### src/rtl/mem_arbiter.sv
// Round-robin arbiter that shares one memory command bus between two requesters,
// running one command at a time and returning read data to whoever issued it.
module mem_arbiter #(
  parameter int ADDR_W = 2,
  parameter int DATA_W = 8,
  parameter int RD_LAT = 1
) (
  input  logic              clk,
  input  logic              reset,
  input  logic              r0_req,
  input  logic              r0_we,
  input  logic [ADDR_W-1:0] r0_addr,
  input  logic [DATA_W-1:0] r0_wdata,
  output logic              r0_gnt,
  output logic              r0_rvalid,
  output logic [DATA_W-1:0] r0_rdata,
  input  logic              r1_req,
  input  logic              r1_we,
  input  logic [ADDR_W-1:0] r1_addr,
  input  logic [DATA_W-1:0] r1_wdata,
  output logic              r1_gnt,
  output logic              r1_rvalid,
  output logic [DATA_W-1:0] r1_rdata,
  output logic [ADDR_W-1:0] mem_addr,
  output logic              mem_wr_en,
  output logic              mem_rd_en,
  output logic [DATA_W-1:0] mem_wdata,
  input  logic [DATA_W-1:0] mem_rdata,
  output logic [1:0]        dbg_state
);

  localparam int CW = $clog2(RD_LAT + 1);

  typedef enum logic [1:0] {IDLE = 2'd0, ISSUE = 2'd1, WAIT = 2'd2} state_t;

  // Requester handshake: rN_req is raised with its fields stable and held until
  // rN_gnt is seen; rN_gnt pulses for the single cycle the command is on the bus.
  state_t            state_q;
  logic              last_q;
  logic              win_q;
  logic [CW-1:0]     cnt_q;
  logic              r0_gnt_q, r1_gnt_q, r0_rvalid_q, r1_rvalid_q;
  logic [DATA_W-1:0] r0_rdata_q, r1_rdata_q, mem_wdata_q;
  logic [ADDR_W-1:0] mem_addr_q;
  logic              mem_wr_en_q, mem_rd_en_q;

  logic              grant_any;
  logic              grant_id;
  logic              sel_we;
  logic [ADDR_W-1:0] sel_addr;
  logic [DATA_W-1:0] sel_wdata;

  // On a tie the requester that was not served last wins.
  always_comb begin
    grant_any = r0_req | r1_req;
    grant_id  = 1'b0;
    if (r1_req && (!r0_req || !last_q)) grant_id = 1'b1;
    sel_we    = grant_id ? r1_we    : r0_we;
    sel_addr  = grant_id ? r1_addr  : r0_addr;
    sel_wdata = grant_id ? r1_wdata : r0_wdata;
  end

  always_ff @(posedge clk or negedge reset) begin
    if (!reset) begin
      state_q     <= IDLE;
      last_q      <= 1'b1;
      win_q       <= 1'b0;
      cnt_q       <= '0;
      r0_gnt_q    <= 1'b0;
      r1_gnt_q    <= 1'b0;
      r0_rvalid_q <= 1'b0;
      r1_rvalid_q <= 1'b0;
      r0_rdata_q  <= '0;
      r1_rdata_q  <= '0;
      mem_addr_q  <= '0;
      mem_wdata_q <= '0;
      mem_wr_en_q <= 1'b0;
      mem_rd_en_q <= 1'b0;
    end else begin
      r0_gnt_q    <= 1'b0;
      r1_gnt_q    <= 1'b0;
      r0_rvalid_q <= 1'b0;
      r1_rvalid_q <= 1'b0;
      mem_wr_en_q <= 1'b0;
      mem_rd_en_q <= 1'b0;
      case (state_q)
        IDLE: begin
          if (grant_any) begin
            state_q     <= ISSUE;
            r0_gnt_q    <= ~grant_id;
            r1_gnt_q    <= grant_id;
            mem_addr_q  <= sel_addr;
            mem_wdata_q <= sel_wdata;
            mem_wr_en_q <= sel_we;
            mem_rd_en_q <= ~sel_we;
            last_q      <= grant_id;
            win_q       <= grant_id;
          end
        end
        ISSUE: begin
          if (mem_wr_en_q) begin
            state_q <= IDLE;
          end else begin
            state_q <= WAIT;
            cnt_q   <= CW'(RD_LAT - 1);
          end
        end
        WAIT: begin
          // Counter reaching zero marks the cycle mem_rdata is valid.
          if (cnt_q == '0) begin
            state_q <= IDLE;
            if (win_q) begin
              r1_rdata_q  <= mem_rdata;
              r1_rvalid_q <= 1'b1;
            end else begin
              r0_rdata_q  <= mem_rdata;
              r0_rvalid_q <= 1'b1;
            end
          end else begin
            cnt_q <= cnt_q - CW'(1);
          end
        end
        default: state_q <= IDLE;
      endcase
    end
  end

  assign r0_gnt    = r0_gnt_q;
  assign r1_gnt    = r1_gnt_q;
  assign r0_rvalid = r0_rvalid_q;
  assign r1_rvalid = r1_rvalid_q;
  assign r0_rdata  = r0_rdata_q;
  assign r1_rdata  = r1_rdata_q;
  assign mem_addr  = mem_addr_q;
  assign mem_wdata = mem_wdata_q;
  assign mem_wr_en = mem_wr_en_q;
  assign mem_rd_en = mem_rd_en_q;
  assign dbg_state = state_q;

endmodule

### config.mk
export PLATFORM = sky130hd
export DESIGN_NAME = mem_arbiter
export DESIGN_NICKNAME = d
export VERILOG_FILES = /design/src/rtl/mem_arbiter.sv
export SDC_FILE = /design/constraint.sdc
export NUM_CORES = 1
export LEC_CHECK = 0
export BUFFER_PORTS_ARGS = -buffer_cell sky130_fd_sc_hd__buf_2
export CORE_AREA = 2 2 84 46
export DETAILED_ROUTE_END_ITERATION = 8
export DIE_AREA = 0 0 86 48
export PLACE_DENSITY = 0.76
export SYNTH_ARGS = -nofsm -noshare
export SYNTH_HDL_FRONTEND = slang
export SYNTH_SLANG_ARGS = --single-unit
### constraint.sdc
create_clock -name clk -period 1.78 [get_ports clk]
set_input_delay 0.089 -clock clk [delete_from_list [all_inputs] [get_ports clk]]
set_output_delay 0.089 -clock clk [all_outputs]
set_load 0.01 [all_outputs]
# After elaboration in Yosys (flattened, before gate mapping)
# Cells that the tools add are included.
# word_totals
regBits	37
input_bits	34
output_inout_bits	34
word_cells	61
# op_classes
add_sub_neg	1
n_eq_ne	5
mux	25
bitwise_logic	5
n_reduce_logical	11
# op_table
cell	n
$mux W1	18
$mux W2	4
$mux W8	1
$ne A2 B2 Y1 const B	3
$pmux W2 S3	1
$reduce_and A2 Y1	3
$reduce_and A3 Y1	2
$not A1 Y1	4
$eq A2 B1 Y1 const B	1
$eq A2 B2 Y1 const B	1
$logic_not A1 Y1	2
$logic_not A2 Y1	1
$pmux W1 S2	1
$reduce_bool A2 Y1	1
$logic_and A1 B1 Y1	1
$logic_or A1 B1 Y1	1
$or A1 B1 Y1	1
$sub A1 B1 Y1 const B	1

# Depth between registers and ports, before layout
# depth
depth_word	8
ltp_mapped	4

# Worst setup path before layout
# OpenSTA, ideal clock, no wires.
# synth_path
kind	register -> register
from	register last_q
to	register mem_addr_q[1], in the netlist mem_addr[1]
setup_ps	125
arrival_time_ps	1302
slack_ps	353
path_stages_with_launch	5
cell_sequence	dfstp_2 > a21bo_1 > buf_6 > mux2_4 > mux2_2
# synth_between
elab_chain_cells	5
# synth_lines
element	line_no	text
start: declaration	39	logic last_q;
start signal: assignment	96	last_q <= grant_id;
$logic_not A1 Y1	57	if (r1_req && (!r0_req || !last_q)) grant_id = 1'b1;
$logic_or A1 B1 Y1	57	
$logic_and A1 B1 Y1	57	
$mux W1	57	
$mux W2	59	sel_addr = grant_id ? r1_addr : r0_addr;
end signal: assignment	92	mem_addr_q <= sel_addr;
end: declaration	44	logic [ADDR_W-1:0] mem_addr_q;
# No other way between the ends.
# A chain may end at the register's enable or synchronous reset.

# Final worst setup path
# layout_path
from	register last_q
to	register mem_wdata_q[5], in the netlist mem_wdata[5]
# layout_between
elab_chain_cells	5
# layout_lines
element	line_no	text
$logic_not A1 Y1	57	
$logic_or A1 B1 Y1	57	
$logic_and A1 B1 Y1	57	
$mux W1	57	
$mux W8	60	sel_wdata = grant_id ? r1_wdata : r0_wdata;
end signal: assignment	93	mem_wdata_q <= sel_wdata;
end: declaration	43	logic [DATA_W-1:0] r0_rdata_q, r1_rdata_q, mem_wdata_q;
# No other way between the ends.

==> flow_results.xml <==
<?xml version="1.0" encoding="UTF-8"?>
<metrics>
  <group name="yosys">
    <metric name="synth.yosys.seq_area_share" unit="">0.623</metric>
    <metric name="yosys.cell_types.count" unit="">21</metric>
    <metric name="postSynthRegisterBits" unit="">36</metric>
    <metric name="synth.net_count" unit="">125</metric>
    <metric name="netlist_instances" unit="">91</metric>
    <metric name="syn_avg_cell_area" unit="um^2">15.9</metric>
    <metric name="synth_area" unit="um^2">1450</metric>
    <metric name="yosysWarnings" unit="">0</metric>
  </group>
  <group name="route">
    <metric name="total_via_count_in_the_routed_design" unit="">1009</metric>
    <metric name="drc_errors" unit="">0</metric>
    <metric name="finalWirelength" unit="mm">2.97</metric>
    <metric name="dr_pass1_iterations" unit="">4</metric>
    <metric name="route.detailed.vias_per_inst" unit="">4.87</metric>
    <metric name="drt.antenna.violating_nets" unit="">0</metric>
    <metric name="route.detailed.wl_per_inst" unit="um">14.3</metric>
    <metric name="detail_route.iter0.violations" unit="">30</metric>
  </group>
  <group name="critical_path">
    <metric name="type_of_element_capturing_the_critical_path" unit="">flip-flop</metric>
    <metric name="worstSetupStartpointType" unit="">flip-flop</metric>
    <metric name="cp_data_required_time" unit="ns">1.94</metric>
    <metric name="crit_type" unit="">reg2reg</metric>
    <metric name="cp.arrival" unit="ns">1.84</metric>
    <metric name="cp_max_fo" unit="">9</metric>
  </group>
  <group name="run">
    <metric name="drv.max_cap_violation_count" unit="">0</metric>
  </group>
  <group name="timing">
    <metric name="tns" unit="ns">0</metric>
    <metric name="grt_setup_unrepaired" unit="">no</metric>
    <metric name="fin_ws" unit="ns">0.0961</metric>
    <metric name="report.final.hold_viol_count" unit="">0</metric>
    <metric name="setup_violations" unit="">0</metric>
    <metric name="post-route-period-util" unit="">0.946</metric>
    <metric name="fin_crit" unit="ns">1.68</metric>
    <metric name="transition_time_of_the_tightest_slew_check_pin" unit="ns">0.785</metric>
    <metric name="achievable_frequency" unit="MHz">594</metric>
    <metric name="relSlewSlack" unit="">0.477</metric>
    <metric name="final-max-slew-violation-count" unit="">0</metric>
    <metric name="worst_clock_skew" unit="ns">0.00790</metric>
  </group>
  <group name="power_and_ir_drop">
    <metric name="irDropWorstVdd" unit="mV">0.888</metric>
    <metric name="report.power.total" unit="mW">3.40</metric>
    <metric name="power_per_cell_area" unit="nW/um^2">1750</metric>
    <metric name="leakage" unit="nW">1.02</metric>
  </group>
  <group name="layout">
    <metric name="post_layout_nets" unit="">198</metric>
    <metric name="antennaDiodeCount" unit="">0</metric>
    <metric name="areaGrowthSynthToFinish" unit="%">33.9</metric>
    <metric name="util_after_layout" unit="">0.584</metric>
    <metric name="final_layout_size_suffix_gt1_frac" unit="">0.655</metric>
  </group>
  <group name="worst_hold_path">
    <metric name="worstHoldPathType" unit="">in2reg</metric>
  </group>
  <group name="run_status">
    <metric name="run_status" unit="">finished, final reports clean</metric>
  </group>
  <group name="floorplanning">
    <metric name="die_height" unit="um">48</metric>
    <metric name="die_area" unit="um^2">4130</metric>
    <metric name="initial_core_util" unit="">0.436</metric>
    <metric name="floorplan.die.width" unit="um">86</metric>
    <metric name="core_area" unit="um^2">3320</metric>
    <metric name="std_cell_rows" unit="">15</metric>
    <metric name="ios" unit="">68</metric>
  </group>
  <group name="cts">
    <metric name="tritoncts" unit="">built</metric>
    <metric name="clkSlewWorstSetupHoldPaths" unit="ns">0.07</metric>
    <metric name="numClockSinks" unit="">36</metric>
    <metric name="cts_root_buffer" unit="">sky130_fd_sc_hd__clkbuf_8</metric>
    <metric name="cts.path.max_buffers" unit="">2</metric>
    <metric name="cts_made_buffers" unit="">5</metric>
    <metric name="clock_latency" unit="ns">0.28</metric>
    <metric name="cts.htree.levels" unit="">2</metric>
    <metric name="post_cts_resized" unit="">0</metric>
  </group>
  <group name="global_routing">
    <metric name="grt.total_usage" unit="">0.144</metric>
    <metric name="grt_pass1_vias" unit="">954</metric>
    <metric name="grt-ovfl-total" unit="">0</metric>
    <metric name="largest_net_degree_at_the_start_of_global_routing" unit="">37</metric>
    <metric name="wire_length_of_the_first_global_routing_pass" unit="mm">4.41</metric>
    <metric name="grt_antenna_before_repair" unit="">0</metric>
  </group>
  <group name="placed_design">
    <metric name="gpl_congestion" unit="">0.685</metric>
    <metric name="placement.setup.worst_slack" unit="ns">0.107</metric>
    <metric name="hpwlAfterDp" unit="mm">2.28</metric>
    <metric name="port-buffer-count" unit="">67</metric>
  </group>
</metrics>
final cells by class:
| cell class | count | area [um^2] |
|---|---|---|
| Fill cell | 278 | 1380 |
| Timing Repair Buffer | 69 | 353 |
| Inverter | 2 | 7.51 |
| Sequential cell | 36 | 902 |
| Clock inverter | 2 | 35.0 |
| Clock buffer | 6 | 72.6 |
| Tap cell | 42 | 52.6 |
| Multi-Input combinational cell | 50 | 518 |
per-stage QoR:
step / area, um^2 / hold slack [ns] / cells
floorplan: 1450 / -0.207 / 91
global placement: 1820 / 0.194 / 198
detailed placement: 1820 / 0.215 / 198
CTS: 1940 / 0.0400 / 207
global route: 1940 / 0.0435 / 207
finish: 1940 / 0.0457 / 207
layer usage:
metal | GRT usage | up-vias | share of wire
met1 | 0.199 | 512 | 0.47
met5 | 0 | - | 0
met4 | 0.0190 | 0 | 0
met3 | 0.0534 | 0 | 0.041
li1 | - | 473 | -
met2 | 0.229 | 24 | 0.49
layout by cell type, fill, tap and decap left out:
cell,count
sky130_fd_sc_hd__a21bo_1,1
sky130_fd_sc_hd__a21boi_0,1
sky130_fd_sc_hd__a21o_1,2
sky130_fd_sc_hd__a221o_1,3
sky130_fd_sc_hd__and3_1,3
sky130_fd_sc_hd__buf_2,67
sky130_fd_sc_hd__buf_4,1
sky130_fd_sc_hd__bufinv_16,1
sky130_fd_sc_hd__clkbuf_1,1
sky130_fd_sc_hd__clkbuf_8,5
sky130_fd_sc_hd__clkinv_2,1
sky130_fd_sc_hd__dfrtp_1,35
sky130_fd_sc_hd__dfstp_2,1
sky130_fd_sc_hd__dlygate4sd3_1,1
sky130_fd_sc_hd__inv_1,2
sky130_fd_sc_hd__mux2_2,23
sky130_fd_sc_hd__mux2_4,7
sky130_fd_sc_hd__mux2i_1,1
sky130_fd_sc_hd__nand3b_1,1
sky130_fd_sc_hd__nor2_1,1
sky130_fd_sc_hd__nor2_2,1
sky130_fd_sc_hd__nor2b_1,1
sky130_fd_sc_hd__nor3_1,1
sky130_fd_sc_hd__nor3b_1,2
sky130_fd_sc_hd__o211a_1,1
sky130_fd_sc_hd__o21ai_2,1
where the power goes:
part,switching (mW),internal (mW)
Sequential,0.208,1.22
Combinational,0.606,0.686
Clock,0.271,0.415
Total,1.09,2.32
cells by family after synthesis:
| group | synth area share |
|---|---|
| compound gates | 0.0561 |
| buf+inv | 0.0199 |
| flops | 0.623 |
| mux | 0.258 |
| simple gates | 0.0432 |
path summary, 6_finish.rpt:
| check | start | end | slack, ns | cells after the start |
|---|---|---|---|---|
| max in group asynchronous | reset | r0_gnt | 0.84 | 2 |
| hold reg to reg | mem_wr_en | dbg_state[1] | 0.43 | 1 |
| setup / recovery | last_q | mem_wdata[5] | 0.1 | 3 |
| hold / removal | r0_wdata[0] | mem_wdata[0] | 0.05 | 2 |
| setup reg to reg | last_q | mem_wdata[5] | 0.1 | 3 |
| min in group asynchronous | reset | r1_rdata[4] | 0.43 | 2 |
Yosys cell counts, drive strengths merged:
master	n	area [um^2]
nand3b	1	7.51
mux2i	1	10.0
a21bo	1	10.0
and3	3	18.8
a221o	3	30.0
nor3b	2	15.0
o211a	1	10.0
nor2	2	10.0
o21ai	1	8.76
a21o	2	15.0
mux2	30	364
buf	3	21.3
a21boi	1	7.51
dfrtp	35	876
nor3	1	5.00
inv	2	7.51
dfstp	1	26.3
nor2b	1	6.26
worst max-delay path, cell delays in order, from the launching register on:
cell                      delay, ns
sky130_fd_sc_hd__dfstp_2       0.55
sky130_fd_sc_hd__a21bo_1       0.42
sky130_fd_sc_hd__mux2_4        0.34
sky130_fd_sc_hd__mux2_2        0.26
timing repair:
action / 4_1_cts / 5_1_grt
buffers inserted: 0 / 0
endpoints found under the hold margin: 35 / 0
hold buffers: 1 / 0
flip-flops by register name, summed over array words and instances (netlist names), 2 cells and up:
register   count
dbg_state      2
r1_rdata       8
r0_rdata       8
mem_wdata      8
mem_addr       2
Note: power is estimated with default switching activity, not from simulation.
